### config.mk
export PLATFORM = sky130hd
export DESIGN_NAME = mod_n_stream
export DESIGN_NICKNAME = d
export VERILOG_FILES = /design/src/rtl/mod_n_stream.sv
export SDC_FILE = /design/constraint.sdc
export NUM_CORES = 1
export LEC_CHECK = 0
export ABC_AREA = 1
export BUFFER_PORTS_ARGS = -buffer_cell sky130_fd_sc_hd__buf_2
export CAP_MARGIN = 30
export CORE_MARGIN = 2
export CORE_UTILIZATION = 31
export DETAILED_ROUTE_END_ITERATION = 10
export PLACE_DENSITY_LB_ADDON = 0.3
export SYNTH_ARGS = -nofsm -noshare
export SYNTH_HDL_FRONTEND = slang
export SYNTH_SLANG_ARGS = --single-unit
### constraint.sdc
create_clock -name clk -period 2.85 [get_ports clk]
set_input_delay 0.855 -clock clk [delete_from_list [all_inputs] [get_ports clk]]
set_output_delay 0.855 -clock clk [all_outputs]
set_load 0.005 [all_outputs]
### src/rtl/mod_n_stream.sv
// Serial MSB-first divisibility tester: tracks the running remainder of a framed
// bit stream modulo DIVISOR and reports the verdict and length of each completed frame.
module mod_n_stream #(
    parameter int DIVISOR = 3,
    parameter int CNT_W   = 16,
    localparam int REM_W  = ($clog2(DIVISOR) > 1) ? $clog2(DIVISOR) : 1
) (
    input  logic             clk,
    input  logic             reset,
    input  logic             valid_i,
    input  logic             x_i,
    input  logic             sof_i,
    input  logic             eof_i,
    output logic             div_o,
    output logic [REM_W-1:0] rem_o,
    output logic             busy_o,
    output logic             done_o,
    output logic             result_o,
    output logic [CNT_W-1:0] len_o
);
    typedef enum logic {IDLE, ACTIVE} state_t;

    localparam logic [REM_W:0]   DIV_L   = (REM_W+1)'(DIVISOR);
    localparam logic [CNT_W-1:0] CNT_MAX = '1;

    state_t             state_q, state_d;
    logic [REM_W-1:0]   rem_q, rem_d;
    logic [CNT_W-1:0]   cnt_q, cnt_d;
    logic               done_q, done_d;
    logic               result_q, result_d;
    logic [CNT_W-1:0]   len_q, len_d;

    logic               accept;
    logic [REM_W-1:0]   base;
    logic [REM_W:0]     sum;
    logic [REM_W-1:0]   rem_next;
    logic [CNT_W-1:0]   cnt_next;

    // base < DIVISOR, so 2*base+x < 2*DIVISOR and one conditional subtract reduces it.
    always_comb begin
        accept   = valid_i && ((state_q == ACTIVE) || sof_i);
        base     = sof_i ? '0 : rem_q;
        sum      = {base, x_i};
        rem_next = (sum >= DIV_L) ? REM_W'(sum - DIV_L) : REM_W'(sum);
        if (sof_i)
            cnt_next = CNT_W'(1);
        else if (cnt_q == CNT_MAX)
            cnt_next = cnt_q;
        else
            cnt_next = cnt_q + CNT_W'(1);
    end

    always_comb begin
        state_d  = state_q;
        rem_d    = rem_q;
        cnt_d    = cnt_q;
        done_d   = 1'b0;
        result_d = result_q;
        len_d    = len_q;
        if (accept) begin
            rem_d = rem_next;
            cnt_d = cnt_next;
            if (eof_i) begin
                state_d  = IDLE;
                done_d   = 1'b1;
                result_d = (rem_next == '0);
                len_d    = cnt_next;
            end else begin
                state_d = ACTIVE;
            end
        end
    end

    always_ff @(posedge clk) begin
        if (reset) begin
            state_q  <= IDLE;
            rem_q    <= '0;
            cnt_q    <= '0;
            done_q   <= 1'b0;
            result_q <= 1'b0;
            len_q    <= '0;
        end else begin
            state_q  <= state_d;
            rem_q    <= rem_d;
            cnt_q    <= cnt_d;
            done_q   <= done_d;
            result_q <= result_d;
            len_q    <= len_d;
        end
    end

    assign div_o    = accept ? (rem_next == '0) : (rem_q == '0);
    assign rem_o    = rem_q;
    assign busy_o   = (state_q == ACTIVE);
    assign done_o   = done_q;
    assign result_o = result_q;
    assign len_o    = len_q;
endmodule

==> results of run 1 <==
registers in the layout, indices dropped and copies added, names as in the netlist:
register  count
done_o        1
result_o      1
rem_o         2
busy_o        1
cnt_q        16
len_o        16
cell type report:
| type | instances | area [sq um] |
|---|---|---|
| inverter | 23 | 91.3 |
| tap | 75 | 93.8 |
| timing repair buffer | 31 | 165 |
| sequential | 37 | 741 |
| multi-input combinational | 185 | 1010 |
| clock buffer | 6 | 82.6 |
| fill | 629 | 3660 |
| clock inverter | 1 | 7.51 |
worst max path at each step:
stage / start / to / cells after the start
final: sof_i / div_o / 8
after detailed placement: sof_i / div_o / 8
after global placement: sof_i / div_o / 8
after global routing: sof_i / div_o / 8
after CTS: sof_i / div_o / 8
after floorplan: sof_i / div_o / 6
timing repair:
| item | in CTS | in global routing |
|---|---|---|
| hold endpoints to repair | 0 | 0 |
| resized for setup | 0 | 6 |
| endpoints found under the setup margin | 0 | 1 |
metrics by stage:
| stage | util | setup slack [ps] | total power (uW) | area [sq um] |
|---|---|---|---|---|
| 2_1_floorplan | - | 341 | 666 | 1850 |
| 3_3_place_gp | 0.355 | 133 | 708 | 2070 |
| 3_5_place_dp | 0.355 | 19.9 | 710 | 2070 |
| 4_1_cts | 0.370 | 5.17 | 1090 | 2160 |
| 5_1_grt | 0.374 | 5.99 | 1130 | 2190 |
| 6_report | 0.374 | 74.3 | 1080 | 2190 |
kinds of logic after synthesis:
kind of cell	synth area share
adders and majority gates	0.0135
xor gates and xnor gates	0.0331
DFF	0.400
buffers and inverters	0.0689
and+or+nand+nor	0.295
AOI/OAI and AO/OA	0.189
per-layer routing:
layer / global-route usage / vias up / routed length, um
met1: 0.182 / 716 / 2150
met3: 0.0333 / 7 / 164
met2: 0.216 / 27 / 1740
li1: - / 889 / -
met4: 0.0458 / 0 / 52
met5: 0 / - / 0
worst max-delay path: cells and delay by family:
kind	cells	cell delay (ps)
buffers and inverters	2	260
AO/OA/AOI/OAI	1	230
adder cells (fa/ha/maj)	1	180
XOR/XNOR	1	170
AND/OR/NAND/NOR	3	230
power by group:
part	internal [uW]	switching, uW	total, uW
combinational	54.2	82.9	137
sequential	542	24.3	566
clock	191	183	374
Yosys cell counts, types with 2 or more instances:
cell      instances  area [sq um]
xnor2_1           2          17.5
o21ai_0          30           150
nand3_2           5          50.1
ha_1              2          25.0
a21oi_2           5          43.8
clkbuf_1          2          7.51
nand3_1          14          70.1
o21ai_2           5          43.8
inv_2             2          7.51
nor2_1           19          71.3
nor2_2            3          18.8
a21oi_1          13          65.1
nand2_2           7          43.8
inv_1            20          75.1
nand4_1           3          18.8
nand3b_1          2          15.0
dfxtp_1          37           741
xor2_1            5          43.8
o21ai_1           5          25.0
buf_4             2          15.0
nand2_1          59           221
o21bai_1          3          22.5
==> results.md, run 1 <==
* Tcrit/Tclk final at 0.974
* Hold path startpoint: len_o[15]$_SDFFE_PP0P_
* P&R area growth vs syn at 18.1%
* Hold Buf Count CTS at 0
* Worst Hold Depth at 2
* Post-Syn Instances at 252
* IO Count at 28
* CP max-delay cell: o21bai_2
* Placed Instances at 351
* Area of the core at just under 0.006 sq mm
* Main flop type after synthesis: dfxtp_1
* Die area at roughly 0.0066 sq mm
* Worst flop-to-flop path endpoint: result_o$_SDFFE_PP0P_
* Ys async rst share at 0
* Worst-Margin Slew at 581 ps
* Die H at 81.3 um
* Worst Path Arrival at between 1500 and 2000 ps
* Final Max Tran Viols at 0
* Row cnt at 28
* Crit. End Element: primary output
* R2R setup slack at 1140 ps
* CTS root buf: clkbuf_8
* Min-Delay Path Class: register to register
* Sequential-to-total area share from yosys stat at 0.400
* Post-CTS Setup Repair Bufs at 0
* Antenna Cells at 0
* Synth unique cells at 29
* P_leak at 0.000977 uW
* Number of buffers created by CTS at 5
* Worst EP required at 2000 ps
* Final setup fails at 0
* Commonest non-fill, non-tap cell in the layout: nand2_1
* Worst Hold Endpoint: len_o[15]$_SDFFE_PP0P_
* Antenna Nets Post-Route at 0
* Max-cap violations at 0
* Synthesis-stage register bit count at 37
* Vias at between 1,500 and 2,000
* Total GRT Usage at 0.137
* Post-synth EDFFs at 0
* Wire per inst at 11.5 um
* Hold Fails Final Rpt at 0
* Status: finished clean
* Detailed Route WL at 4100 um
* Worst setup SP type: primary input
* Hold slack at 456 ps
* Placer congestion estimate at 0.866
* Share of post-route cells with drive strength above 1 at 0.254
* Initial DRT Pass Iterations at 4
* Yosys warns at 0
* Initial antenna violation count at 0
* Register-to-Register Path Depth at 7
* Clk sink count at 37
* Mapped cell area at 0.00185 sq mm
* Largest net degree at the start of global routing at 37
* Clock latency on the worst-skew pair at 290 ps
* Min Clock Period, post-route at 2780 ps
* Drc violations at 0
* # nets final at 291
* Buffers on Ports at 27
* Avg Vias per Cell at 4.58
* Most used cell along the critical path: buf_2
* Initial drt markers at 56
* Most frequent cells in the layout: nand2_1, dfxtp_1, o21ai_0, buf_2, inv_1
* Fmax at 360 MHz
* Initial Utilization at 0.317
* Clk_skew at 6.93 ps
* TritonCTS clock tree: yes
* Pwr per Cell Area at 492 mW/mm^2
* Peak VDD IR at just under 0.3 mV
* CTS clk-pin slew, worst paths at 70 ps
* Die X at 81.3 um
* Crit Path Category: primary input to primary output
* Cells along the critical path: buf_2 -> nor2_4 -> ha_1 -> o21bai_2 -> xnor2_2 -> nand3_1 -> nand2_1 -> buf_2
* Syn_area_per_cell at 7.35 sq um
* Non-filler cells, final at 358
* Unrepaired setup endpoints after global routing: false
* Final HPWL DP at 2950 um
* Vias in the first global route at 1,510
* Slew headroom at 0.612
* First-pass GRT wire length at 6980 um
* Longest Clk Path Bufs at 2
* FF-to-FF Start: busy_o$_SDFFE_PP0P_
* Setup TNS Final at 0 ps
* Syn Nets at 260
* Grt ovf at 0
* CP max stage delay at 230 ps
* H-tree depth at 2
* Max FO, Critical Path at 5
(Power assumes the default switching activity.)
==> run 2, diff against run 1 <==
--- a/config.mk
+++ b/config.mk
@@ -12,6 +12,7 @@
 export CORE_UTILIZATION = 31
 export DETAILED_ROUTE_END_ITERATION = 10
 export PLACE_DENSITY_LB_ADDON = 0.3
+export SETUP_SLACK_MARGIN = 0.15
 export SYNTH_ARGS = -nofsm -noshare
 export SYNTH_HDL_FRONTEND = slang
 export SYNTH_SLANG_ARGS = --single-unit
==> results.md, run 2 (synthesis results as in run 1) <==
* Status: finished clean
* H-tree depth at 2 (unchanged)
* Avg Vias per Cell at 4.58 (about the same)
* P_int at 799 uW (+1.5%)
* Clk network pwr share at 0.343 (-0.004)
* FF-to-FF Start: rem_o[0]$_SDFFE_PP0P_
* Final Max Tran Viols at 0 (unchanged)
* Most used cell along the critical path: buf_2
* CP max stage delay at 190 ps (-40 ps)
* Final Util at 0.382 (+0.00855)
* NetSw at 294 uW (+1.4%)
* Reg area at 741 sq um (unchanged)
* Commonest non-fill, non-tap cell in the layout: nand2_1
* Crit Path Category: primary input to primary output
* Hold path startpoint: len_o[15]$_SDFFE_PP0P_
* # nets final at 295 (+1.4%)
* Pwr Total at 1090 uW (+1.5%)
* Fmax at 378 MHz (+4.8%)
* Min-Delay Path Class: register to register
* Grt ovf at 0 (unchanged)
* Largest net degree at the start of global routing at 37 (unchanged)
* Part of the power in combinational logic at 0.140 (+0.013)
* Initial Utilization at 0.317 (unchanged)
* Area occupied by multi-input gates at 0.00102 sq mm (+1.0%)
* First-pass GRT wire length at 7040 um (+0.80%)
* P&R area growth vs syn at 20.8%
* TritonCTS clock tree: yes
* Die area at 0.00661 sq mm (unchanged)
* IO Count at 28 (unchanged)
* Area of the core at 0.00585 sq mm (unchanged)
* Hold Buf Count CTS at 0 (unchanged)
* Most frequent cells in the layout: nand2_1, dfxtp_1, o21ai_0, buf_2, inv_1
* Initial antenna violation count at 0 (unchanged)
* Non-filler cells, final at 362 (+1.1%)
* Top delay family on crit path: buffers and inverters
* Hold Fails Final Rpt at 0 (unchanged)
* Slew headroom at 0.612 (about the same)
* Hold slack at 456 ps (-0.00200 ps)
* Max FO, Critical Path at 3 (-2)
* Vias in the first global route at 1,527 (+1.1%)
* Number of buffers created by CTS at 5 (unchanged)
* Total GRT Usage at 0.138 (+0.000930)
* Vias at 1,657 (+1.1%)
* Row cnt at 28 (unchanged)
* Peak VDD IR at 0.292 mV (-0.13%)
* Unrepaired setup endpoints after global routing: false
* Worst setup SP type: primary input
* Placer congestion estimate at 0.866 (unchanged)
* Min Clock Period, post-route at 2650 ps (-128 ps)
* Crit. End Element: primary output
* Longest Clk Path Bufs at 2 (unchanged)
* Worst setup path start: x_i
* P_leak at 0.00100 uW (+2.4%)
* Tcrit/Tclk final at 0.929 (-0.0451)
* Wire per inst at 11.4 um (-0.14%)
* Clk_skew at 7.33 ps (+0.405 ps)
* Max-cap violations at 0 (unchanged)
* Worst-Margin Slew at 581 ps (-0.165 ps)
* Setup TNS Final at 0 ps (unchanged)
* CTS root buf: clkbuf_8
* Worst path bufs/invs at 2 (unchanged)
* Final setup fails at 0 (unchanged)
* Detailed Route WL at 4140 um (+0.98%)
* Worst Path Arrival at 1790 ps (-130 ps)
* Share of post-route cells with drive strength above 1 at 0.268 (+0.0139)
* Clock latency on the worst-skew pair at 290 ps (about the same)
* Initial DRT Pass Iterations at 4 (unchanged)
* Die H at 81.3 um (unchanged)
* Drc violations at 0 (unchanged)
* Initial drt markers at 61 (+8.9%)
* Flop pwr share at 0.518 (-0.008)
* Buffers on Ports at 27 (unchanged)
* Die X at 81.3 um (unchanged)
* Placed Instances at 351 (unchanged)
* Cells along the critical path: buf_2 -> ha_1 -> o21bai_4 -> xnor2_2 -> nand3_1 -> nand2_1 -> buf_2
* CP max-delay cell: ha_1
* Pwr per Cell Area at 489 mW/mm^2 (-0.76%)
* Antenna Cells at 0 (unchanged)
* Antenna Nets Post-Route at 0 (unchanged)
* Final HPWL DP at 2950 um (unchanged)
* CTS clk-pin slew, worst paths at 70 ps (about the same)
* Switch share at 0.269 (about the same)
* Clk sink count at 37 (unchanged)
* Layout filler cell count at 625 (-0.64%)
* Worst EP required at 2000 ps (about the same)
==> run 2: cell count changes in the layout (fill, tap and decap cells not counted) <==
cell      delta
buf_8        +1
nand2_1      -1
o21bai_4     +1
o21bai_2     -1
buf_2        -1
nand2_2      +1
buf_4        +4
==> run 2: power groups by stage <==
stage	Clock, uW	Combinational [uW]	Sequential (uW)
detailed placement	0	132	578
floorplan	0	92.5	573
finish	374	153	566
global placement	0	131	578
CTS	388	150	566
global route	407	175	570
==> run 2: per-layer routing <==
layer  global-route usage  share of wire  vias to the layer above
li1                     -              -                      897
met1                0.182           0.52                      726
met2                0.219           0.43                       27
met3               0.0333          0.040                        7
met4               0.0458          0.013                        0
met5                    0              0                        -
==> run 2: timing repair <==
| action | CTS | global route |
|---|---|---|
| endpoints found under the setup margin | 1 | 1 |
| gates resized for setup | 9 | 2 |
| setup buffers | 3 | 1 |
| hold endpoints to repair | 0 | 0 |
| pin swaps | 2 | 2 |
| gates cloned | 0 | 0 |
==> run 2: final cells by class <==
type                       instances  area share
clock inverter                     1     0.00336
sequential                        37       0.331
clock buffer                       6      0.0369
timing repair buffer              35      0.0917
tap                               75      0.0419
multi-input combinational        185       0.454
inverter                          23      0.0408
==> run 2: worst paths after layout <==
check	endpoint	slack (ps)	cells after the start
hold / removal	len_o[15]$_SDFFE_PP0P_	460	2
setup reg to reg	result_o$_SDFFE_PP0P_	1040	12
hold reg to reg	len_o[15]$_SDFFE_PP0P_	460	2
setup / recovery	div_o	200	7
==> run 2: worst reg2reg max path, stage by stage, from the launching register on <==
cell	delay, ps
dfxtp_1	330
inv_1	120
nor2_4	50
ha_1	170
o21bai_4	190
xnor2_2	150
buf_4	140
buf_4	120
buf_4	120
buf_4	120
buf_4	120
nand3_1	60
nand2_1	50
==> run 2: through the flow <==
stage | setup WS [ps] | cell area, sq um
after CTS | 166 | 2220
after global placement | 133 | 2070
after detailed placement | 19.9 | 2070
final | 203 | 2240
after floorplan | 341 | 1850
after global routing | 154 | 2240
==> run 3, diff against run 2 <==
--- a/config.mk
+++ b/config.mk
@@ -12,6 +12,7 @@
 export CORE_UTILIZATION = 31
 export DETAILED_ROUTE_END_ITERATION = 10
 export PLACE_DENSITY_LB_ADDON = 0.3
+export RECOVER_POWER = 25
 export SETUP_SLACK_MARGIN = 0.15
 export SYNTH_ARGS = -nofsm -noshare
 export SYNTH_HDL_FRONTEND = slang
==> results.md, run 3 (synthesis results as in run 1) <==
* Finished Cell Area at 0.00223 sq mm (-0.45%)
* FF-to-FF Start: rem_o[0]$_SDFFE_PP0P_
* Share of post-route cells with drive strength above 1 at 0.240 (-0.0279)
* Vias in the first global route at 1,527 (unchanged)
* Worst Hold Endpoint: len_o[15]$_SDFFE_PP0P_
* Post-place instance area at 0.00207 sq mm (unchanged)
* Antenna Cells at 0 (unchanged)
* Worst Path Arrival at 1790 ps (about the same)
* Clk sink count at 37 (unchanged)
* Clk_skew at 7.33 ps (+0.0000500 ps)
* Detailed Route WL at 4150 um (about the same)
* Reg area at 741 sq um (unchanged)
* Flop pwr share at 0.518 (about the same)
* Final Max Tran Viols at 0 (unchanged)
* Worst-Margin Slew at 581 ps (+0.0761 ps)
* Post-Place Setup Slack at 19.9 ps (unchanged)
* Final WS setup at 203 ps (unchanged)
* Die X at 81.3 um (unchanged)
* Initial antenna violation count at 0 (unchanged)
* Area of the core at 0.00585 sq mm (unchanged)
* Worst setup SP type: primary input
* Antenna Nets Post-Route at 0 (unchanged)
* Status: finished clean
* R2R setup slack at 1040 ps (about the same)
* Initial DRT Pass Iterations at 4 (unchanged)
* Largest net degree at the start of global routing at 37 (unchanged)
* Setup TNS Final at 0 ps (unchanged)
* Crit Path Category: primary input to primary output
* CTS root buf: clkbuf_8
* Hold Buf Count CTS at 0 (unchanged)
* Crit. End Element: primary output
* Clock latency on the worst-skew pair at 290 ps (about the same)
* Total GRT Usage at 0.138 (unchanged)
* CP max-delay cell: ha_1
* Max FO, Critical Path at 3 (unchanged)
* Hold path startpoint: len_o[15]$_SDFFE_PP0P_
* P_int at 799 uW (about the same)
* Switch share at 0.269 (+0.000391)
* Grt ovf at 0 (unchanged)
* Final setup fails at 0 (unchanged)
* Area occupied by multi-input gates at 0.00102 sq mm (unchanged)
* CTS clk-pin slew, worst paths at 70 ps (about the same)
* Worst EP required at 2000 ps (about the same)
* Pwr per Cell Area at 491 mW/mm^2 (+0.46%)
* Avg Vias per Cell at 4.58 (unchanged)
* Fmax at 378 MHz (unchanged)
* Register-to-Register Path Depth at 12 (unchanged)
* Die area at 0.00661 sq mm (unchanged)
* Initial Utilization at 0.317 (unchanged)
* Peak VDD IR at 0.292 mV (about the same)
* Tcrit/Tclk final at 0.929 (unchanged)
* Hold Fails Final Rpt at 0 (unchanged)
* Slew headroom at 0.612 (about the same)
* Worst flop-to-flop path endpoint: result_o$_SDFFE_PP0P_
* Final HPWL DP at 2950 um (unchanged)
* TritonCTS clock tree: yes
* Min Clock Period, post-route at 2650 ps (unchanged)
* Max-cap violations at 0 (unchanged)
* Layout filler cell count at 627 (+0.32%)
* Cells along the critical path: buf_2 -> ha_1 -> o21bai_4 -> xnor2_2 -> nand3_1 -> nand2_1 -> buf_2
* H-tree depth at 2 (unchanged)
* Unrepaired setup endpoints after global routing: false
* # nets final at 295 (unchanged)
* First-pass GRT wire length at 7040 um (unchanged)
* CP max stage delay at 190 ps (about the same)
* Part of the power in combinational logic at 0.139 (about the same)
* Placer congestion estimate at 0.866 (unchanged)
* Die H at 81.3 um (unchanged)
* P&R area growth vs syn at 20.3%
* P_leak at 0.000965 uW (-3.5%)
* Min-Delay Path Class: register to register
* Most frequent cells in the layout: nand2_1, dfxtp_1, o21ai_0, inv_1
* Commonest non-fill, non-tap cell in the layout: nand2_1
* Initial drt markers at 61 (unchanged)
* Longest Clk Path Bufs at 2 (unchanged)
* Vias at 1,657 (unchanged)
* IO Count at 28 (unchanged)
* Buffers on Ports at 27 (unchanged)
* Clk network pwr share at 0.343 (about the same)
* Number of buffers created by CTS at 5 (unchanged)
* Wire per inst at 11.5 um (about the same)
* Row cnt at 28 (unchanged)
* NetSw at 295 uW (+0.15%)
* Drc violations at 0 (unchanged)
* Worst Hold Depth at 2 (unchanged)
* Most used cell along the critical path: buf_2
## run 3: cell types whose count changed in the layout (fill, tap and decap cells not counted)
cell,delta
buf_2,-8
clkbuf_1,+8
## run 3: metrics by stage
step	total power, uW	hold WS [ps]	utilization	instances
2_1_floorplan	666	446	-	252
3_3_place_gp	708	434	0.355	351
3_5_place_dp	710	441	0.355	351
4_1_cts	1100	459	0.380	361
5_1_grt	1150	478	0.381	362
6_report	1090	456	0.381	362
## run 3: power groups by stage
| stage | registers [uW] | clock network [uW] | logic [uW] |
|---|---|---|---|
| floorplan | 573 | 0 | 92.5 |
| CTS | 566 | 388 | 150 |
| detailed placement | 578 | 0 | 132 |
| global route | 570 | 407 | 174 |
| finish | 566 | 375 | 152 |
| global placement | 578 | 0 | 131 |
## run 3: worst max-delay path: cells and delay by family
kind	cells	cell delay, ps
AO/OA/AOI/OAI	1	190
buffers and inverters	2	230
adder cells (fa/ha/maj)	1	190
XOR/XNOR	1	160
AND/OR/NAND/NOR	2	160
## run 3: worst max path at each step
stage          start    end  depth (start not counted)
2_1_floorplan  sof_i  div_o                          6
3_3_place_gp   sof_i  div_o                          8
3_5_place_dp   sof_i  div_o                          8
4_1_cts        sof_i  div_o                          8
5_1_grt        sof_i  div_o                          8
6_report         x_i  div_o                          7
## run 3: cell type report
class / instances / share of cell area
Clock buffer: 6 / 0.0371
Tap cell: 75 / 0.0421
Multi-Input combinational cell: 185 / 0.456
Inverter: 23 / 0.0410
Clock inverter: 1 / 0.00337
Sequential cell: 37 / 0.333
Timing Repair Buffer: 35 / 0.0876
## run 3: what timing repair did
item,in CTS,in global routing
pin swaps,2,2
endpoints found under the setup margin,1,1
resized for setup,9,2
buffers inserted,3,1
## run 3: per-layer routing
metal	GRT usage	routed length, um
met1	0.182	2150
met2	0.219	1770
met3	0.0333	166
met4	0.0458	52
met5	0	0
